### src/rtl/tl_pkg.sv
// Shared TileLink-UL definitions for the 1:N fabric: opcode constants and FSM encoding.
package tl_pkg;

  localparam logic [3:0] TL_PUT_FULL = 4'd0;
  localparam logic [3:0] TL_PUT_PART = 4'd1;
  localparam logic [3:0] TL_GET      = 4'd4;
  localparam logic [3:0] TL_ACK      = 4'd0;
  localparam logic [3:0] TL_ACK_DATA = 4'd1;

  typedef enum logic [1:0] {
    StIdle,
    StAreq,
    StDwait,
    StResp
  } xbar_state_e;

  // D opcode the fabric itself generates when it answers a request (miss or timeout).
  function automatic logic [3:0] ack_opcode(input logic [3:0] a_opcode);
    return (a_opcode == TL_GET) ? TL_ACK_DATA : TL_ACK;
  endfunction

endpackage

### src/rtl/tl_addr_dec.sv
// Address decoder: the top SELW address bits pick a slave; values >= NSLV are a miss.
module tl_addr_dec #(
  parameter int unsigned AW   = 8,
  parameter int unsigned SELW = 2,
  parameter int unsigned NSLV = 4
) (
  input  logic [AW-1:0]   addr_i,
  output logic [SELW-1:0] sel_o,
  output logic            miss_o
);

  // Slaves decode their own offset bits; only the select field matters here.
  logic unused_addr;

  always_comb begin
    sel_o       = addr_i[AW-1 -: SELW];
    miss_o      = (32'(sel_o) >= NSLV);
    unused_addr = ^addr_i[AW-SELW-1:0];
  end

endmodule

### src/rtl/tl_xbar_1n.sv
// 1-master/N-slave TileLink-UL fabric with a single outstanding transaction,
// decode-miss and timeout error responses.
module tl_xbar_1n
  import tl_pkg::*;
#(
  parameter int unsigned DW   = 32,
  parameter int unsigned AW   = 8,
  parameter int unsigned NSLV = 4,
  parameter int unsigned SELW = 2,
  parameter int unsigned TMO  = 64
) (
  input  logic                 clk,
  input  logic                 rst,

  input  logic                 m_a_valid,
  output logic                 m_a_ready,
  input  logic [3:0]           m_a_opcode,
  input  logic [DW/8-1:0]      m_a_mask,
  input  logic [AW-1:0]        m_a_address,
  input  logic [DW-1:0]        m_a_data,

  output logic                 m_d_valid,
  input  logic                 m_d_ready,
  output logic [3:0]           m_d_opcode,
  output logic [DW-1:0]        m_d_data,
  output logic                 m_d_error,

  output logic [NSLV-1:0]      s_a_valid,
  input  logic [NSLV-1:0]      s_a_ready,
  output logic [3:0]           s_a_opcode,
  output logic [DW/8-1:0]      s_a_mask,
  output logic [AW-1:0]        s_a_address,
  output logic [DW-1:0]        s_a_data,

  input  logic [NSLV-1:0]      s_d_valid,
  output logic [NSLV-1:0]      s_d_ready,
  input  logic [4*NSLV-1:0]    s_d_opcode,
  input  logic [DW*NSLV-1:0]   s_d_data
);

  localparam int unsigned MW   = DW / 8;
  localparam int unsigned CntW = $clog2(TMO);

  xbar_state_e state_q, state_d;

  logic [3:0]      req_op_q;
  logic [MW-1:0]   req_mask_q;
  logic [AW-1:0]   req_addr_q;
  logic [DW-1:0]   req_data_q;
  logic [SELW-1:0] sel_q;
  logic [CntW-1:0] cnt_q;

  logic [3:0]      rsp_op_q;
  logic [DW-1:0]   rsp_data_q;
  logic            rsp_err_q;

  logic [SELW-1:0] dec_sel;
  logic            dec_miss;

  logic [NSLV-1:0] sel_oh;
  logic [3:0]      sel_d_opcode;
  logic [DW-1:0]   sel_d_data;
  logic            a_hit;
  logic            d_hit;
  logic            tmo_hit;

  tl_addr_dec #(
    .AW   (AW),
    .SELW (SELW),
    .NSLV (NSLV)
  ) u_addr_dec (
    .addr_i (m_a_address),
    .sel_o  (dec_sel),
    .miss_o (dec_miss)
  );

  // Route the selected slave's handshakes and response fields.
  always_comb begin
    sel_oh       = '0;
    sel_d_opcode = '0;
    sel_d_data   = '0;
    for (int k = 0; k < NSLV; k++) begin
      if (sel_q == SELW'(k)) begin
        sel_oh[k]    = 1'b1;
        sel_d_opcode = s_d_opcode[4*k +: 4];
        sel_d_data   = s_d_data[DW*k +: DW];
      end
    end
    a_hit   = |(s_a_ready & sel_oh);
    d_hit   = |(s_d_valid & sel_oh);
    tmo_hit = (cnt_q == CntW'(TMO - 1));
  end

  // State register
  always_ff @(posedge clk) begin
    if (rst) begin
      state_q <= StIdle;
    end else begin
      state_q <= state_d;
    end
  end

  // Next-state logic; a handshake is checked before the timeout so it always wins.
  always_comb begin
    state_d = state_q;
    unique case (state_q)
      StIdle: begin
        if (m_a_valid) state_d = dec_miss ? StResp : StAreq;
      end
      StAreq: begin
        if (a_hit)        state_d = StDwait;
        else if (tmo_hit) state_d = StResp;
      end
      StDwait: begin
        if (d_hit || tmo_hit) state_d = StResp;
      end
      StResp: begin
        if (m_d_ready) state_d = StIdle;
      end
      default: state_d = StIdle;
    endcase
  end

  // Request capture, wait counter and response registers.
  always_ff @(posedge clk) begin
    if (rst) begin
      req_op_q   <= '0;
      req_mask_q <= '0;
      req_addr_q <= '0;
      req_data_q <= '0;
      sel_q      <= '0;
      cnt_q      <= '0;
      rsp_op_q   <= '0;
      rsp_data_q <= '0;
      rsp_err_q  <= 1'b0;
    end else begin
      case (state_q)
        StIdle: begin
          if (m_a_valid) begin
            req_op_q   <= m_a_opcode;
            req_mask_q <= m_a_mask;
            req_addr_q <= m_a_address;
            req_data_q <= m_a_data;
            sel_q      <= dec_sel;
            cnt_q      <= '0;
            if (dec_miss) begin
              rsp_op_q   <= ack_opcode(m_a_opcode);
              rsp_data_q <= '0;
              rsp_err_q  <= 1'b1;
            end
          end
        end
        StAreq: begin
          if (a_hit) begin
            cnt_q <= '0;
          end else if (tmo_hit) begin
            rsp_op_q   <= ack_opcode(req_op_q);
            rsp_data_q <= '0;
            rsp_err_q  <= 1'b1;
          end else begin
            cnt_q <= cnt_q + CntW'(1);
          end
        end
        StDwait: begin
          if (d_hit) begin
            rsp_op_q   <= sel_d_opcode;
            // Acks without data return zero regardless of what the slave drives.
            rsp_data_q <= (sel_d_opcode == TL_ACK_DATA) ? sel_d_data : '0;
            rsp_err_q  <= 1'b0;
          end else if (tmo_hit) begin
            rsp_op_q   <= ack_opcode(req_op_q);
            rsp_data_q <= '0;
            rsp_err_q  <= 1'b1;
          end else begin
            cnt_q <= cnt_q + CntW'(1);
          end
        end
        default: ;
      endcase
    end
  end

  // Outputs; in IDLE every slave may drain stray responses.
  always_comb begin
    m_a_ready   = (state_q == StIdle);
    m_d_valid   = (state_q == StResp);
    m_d_opcode  = rsp_op_q;
    m_d_data    = rsp_data_q;
    m_d_error   = rsp_err_q;
    s_a_valid   = (state_q == StAreq) ? sel_oh : '0;
    s_a_opcode  = req_op_q;
    s_a_mask    = req_mask_q;
    s_a_address = req_addr_q;
    s_a_data    = req_data_q;
    s_d_ready   = '0;
    if (state_q == StIdle)       s_d_ready = '1;
    else if (state_q == StDwait) s_d_ready = sel_oh;
  end

endmodule
### config.mk
export PLATFORM = sky130hd
export DESIGN_NAME = tl_xbar_1n
export DESIGN_NICKNAME = d
export VERILOG_FILES = /design/src/rtl/tl_pkg.sv /design/src/rtl/tl_addr_dec.sv /design/src/rtl/tl_xbar_1n.sv
export SDC_FILE = /design/constraint.sdc
export NUM_CORES = 1
export LEC_CHECK = 0
export CAP_MARGIN = 25
export CORE_MARGIN = 2
export CORE_UTILIZATION = 25
export CTS_CLUSTER_SIZE = 16
export DETAILED_ROUTE_END_ITERATION = 16
export PLACE_DENSITY = 0.67
export SLEW_MARGIN = 10
export SYNTH_ARGS = -nofsm -noshare
export SYNTH_HDL_FRONTEND = slang
export SYNTH_HIERARCHICAL = 1
export SYNTH_SLANG_ARGS = --single-unit
### constraint.sdc
create_clock -name clk -period 4.9 [get_ports clk]
set_input_delay 0.98 -clock clk [delete_from_list [all_inputs] [get_ports clk]]
set_output_delay 0.98 -clock clk [all_outputs]
set_load 0.02 [all_outputs]
==> reports/summary.txt <==
status = completed
R2R setup slack = 1.79 ns
Final Hold Fails = 0
Detailed Route Iter0 Violations = 202
area grow syn2layout = 67.76%
Die Span X = 148.1 µm
wire length per cell = 17.00 µm
Placement Rows = 52
final wirelength = 18.41 mm
Min Hold Slack = 0.4539 ns
first-pass GRT wire length = 27.93 mm
synthesized area = 0.005189 mm²
worst min path class = reg -> reg
share of flip-flops with an asynchronous set or reset = 0%
CP Launch Type = flip-flop
launch point of the worst reg-to-reg path = sel_q[1]
Ports = 299
maximum clock rate = 286.8 MHz
Slew HR = 37.98%
Worst Tran Pin Value = 0.9303 ns
GRT Overall Usage = 16.29%
layout cells sized above 1 = 12.67%
number of synthesized flops with an enable pin = 0
first drt pass iteration count = 4
H-tree depth = 3
CP Launch Point = sel_q[0]
Switching Power = 0.001228 W
CTS tree = built
Worst-path clk slew = 0.07 ns
crit path max fanout = 20
max_cap viols = 0
Simple-Gate Fraction of Synth Area = 16.95%
largest family of logic cells by synthesized area = compound AO/OA/AOI/OAI gates
period utilization = 71.17%
adder-cell share of the synthesized area = 1.206%
setup bufs post-CTS = 0
Mapped Nets = 749
Worst setup EP type = output pin
Final Slew Violations = 0
final net count = 1017
Setup-failing EPs final = 0
Starting Density = 25.56%
CTS buffer count = 9
Clock Latency Late Sink = 0.35 ns
clk buf depth = 2
Final Critical Period = 3.487 ns
RSZ-0062 raised after global routing = no
vias in the first global route = 5007
Die ar. = 0.02192 mm²
clk_skew = 0.006791 ns
IO buf count = 298
Die Ht = 148.1 µm
largest net degree at the start of global routing = 100
Post-CTS Resized = 0
Worst Path Arrival = 2.51 ns
CTS Sinks = 95
Avg Cell Area, Syn = 9.609 µm²
Overflow after GRT = 0
initial antenna violation count = 0
synth unique cells = 46
Post-DP HPWL = 13.80 mm
synth warn = 6
Via Count = 5053
Reg2Reg Depth = 5
Synth Area in Compound Gates = 20.40%
CP Capture Point = s_a_valid[1]
synthesized flop and latch total = 95
TNS Setup = 0 ns
post-synth top area cell = dfxtp_1
ant diodes = 0
DR vias/cell = 4.666
cell-internal power = 0.001939 W
Reg power frac = 29.4%
multiplexer share of the synthesized area = 17.27%
Clk pwr share = 22.1%
combinational share of power = 48.5%
drc violations = 0
Mapped Cells = 540
Worst Path Required = 3.92 ns
worst vdd ir = 0.2590 mV
switching share of power = 38.76%
critical path class = reg -> out
RR Endpoint = m_d_data[23]
pwr dens = 363.8 mW/mm²
post-synth top area share = 36.65%
LEAKAGE = 2.907 nW
core area = 0.02030 mm²
CTS Hold Bufs = 0
sequential area share after synthesis = 36.65%
Post-DRT Antenna Nets = 0
top cells by area, synth = dfxtp_1, mux4_2, o32ai_2
GP Congestion = 0.7597
root buf cell = clkbuf_16
predominant post-synthesis flop cell = dfxtp_1
Post-Synth XOR/XNOR Area = 0%
how the worst min path moves through the flow:
stage,start,end,slack (ns),depth (start not counted)
2_1_floorplan,cnt_q[3],cnt_q[3],0.48,2
3_3_place_gp,s_a_mask[3],s_a_mask[3],0.44,2
3_5_place_dp,s_a_data[30],s_a_data[30],0.45,2
4_1_cts,s_a_data[30],s_a_data[30],0.46,2
5_1_grt,s_a_data[14],s_a_data[14],0.48,2
6_report,s_a_data[14],s_a_data[14],0.45,2
area by class of cell:
class	count	area, µm²
clock inverters	5	40.04
repair buffers	307	3120
clock buffers	11	252.7
well taps	270	337.8
multi-input cells	357	2907
inverters	38	142.6
fillers	2021	11590
flip-flops and latches	95	1904
power by group through the flow:
stage	Combinational (W)	Clock, W	Sequential, W
6_report	0.00153	0.000700	0.000932
5_1_grt	0.00166	0.000756	0.000946
4_1_cts	0.00148	0.000732	0.000934
3_5_place_dp	0.00148	0	0.000951
3_3_place_gp	0.00147	0	0.000947
2_1_floorplan	0.000822	0	0.00102
worst max-delay path, cell delays in order (launching register included):
cell             delay [ns]
dfxtp_2                0.61
buf_4                  0.43
and2_1                 0.29
nor2b_1                0.16
clkdlybuf4s50_1        0.65
cell usage after synthesis, types with 2 or more instances:
cell / number
a21o_1: 2
a21oi_1: 62
a22o_1: 2
and2_1: 6
nor2_1: 4
mux4_2: 36
nand2b_1: 38
buf_6: 4
nand4b_1: 2
buf_2: 9
nand3_1: 3
clkbuf_1: 32
inv_1: 38
ha_1: 5
nor4b_1: 2
o32ai_2: 30
o21ai_0: 4
a31oi_1: 3
nand4_1: 3
o211ai_1: 2
buf_4: 4
o32ai_1: 5
o21bai_1: 2
nor3_1: 5
dfxtp_1: 95
a311oi_1: 2
o21a_1: 2
nand2_1: 108
nor2b_1: 5
and3_1: 2
mux2i_1: 7
a31o_2: 2
stage by stage:
stage | instances | util (%) | area [µm²] | setup WS, ns | power (W)
after floorplan | 540 | - | 5189 | 2.253 | 0.001838
after global placement | 1063 | 40.93 | 8309 | 1.149 | 0.002419
after detailed placement | 1063 | 40.93 | 8309 | 1.135 | 0.002428
after CTS | 1079 | 42.38 | 8602 | 1.371 | 0.003149
after global routing | 1083 | 42.88 | 8705 | 1.267 | 0.003361
final | 1083 | 42.88 | 8705 | 1.413 | 0.003167
cells by family (layout without fill, tap and decap cells):
kind of cell | count (synthesis) | count (layout)
adders and majority gates | 5 | 5
buffers and inverters | 88 | 361
other | 1 | 1
muxes | 44 | 44
and+or+nand+nor | 184 | 184
AOI/OAI and AO/OA | 123 | 123
DFF | 95 | 95
state kept, by name (all words and copies together), names as in the netlist:
signal	cells
cnt_q	6
m_d_data	32
m_d_error	1
m_d_opcode	4
s_a_address	8
s_a_data	32
s_a_mask	4
s_a_opcode	4
sel_q	2
state_q	2
layout by cell type, fill, tap and decap left out, types with 7 or more instances in the layout:
cell type,instances
o32ai_2,30
mux4_2,36
nand2b_1,38
dfxtp_1,93
a21oi_1,62
mux2i_1,7
nand2_1,107
clkdlybuf4s50_1,297
clkbuf_16,9
inv_1,38
metal layers:
metal	share of wire, %	global-route usage [%]
met1	41	19.42
met2	48	27.94
met3	9.3	5.521
met4	2.0	4.714
met5	0	0
(Power assumes the default switching activity.)
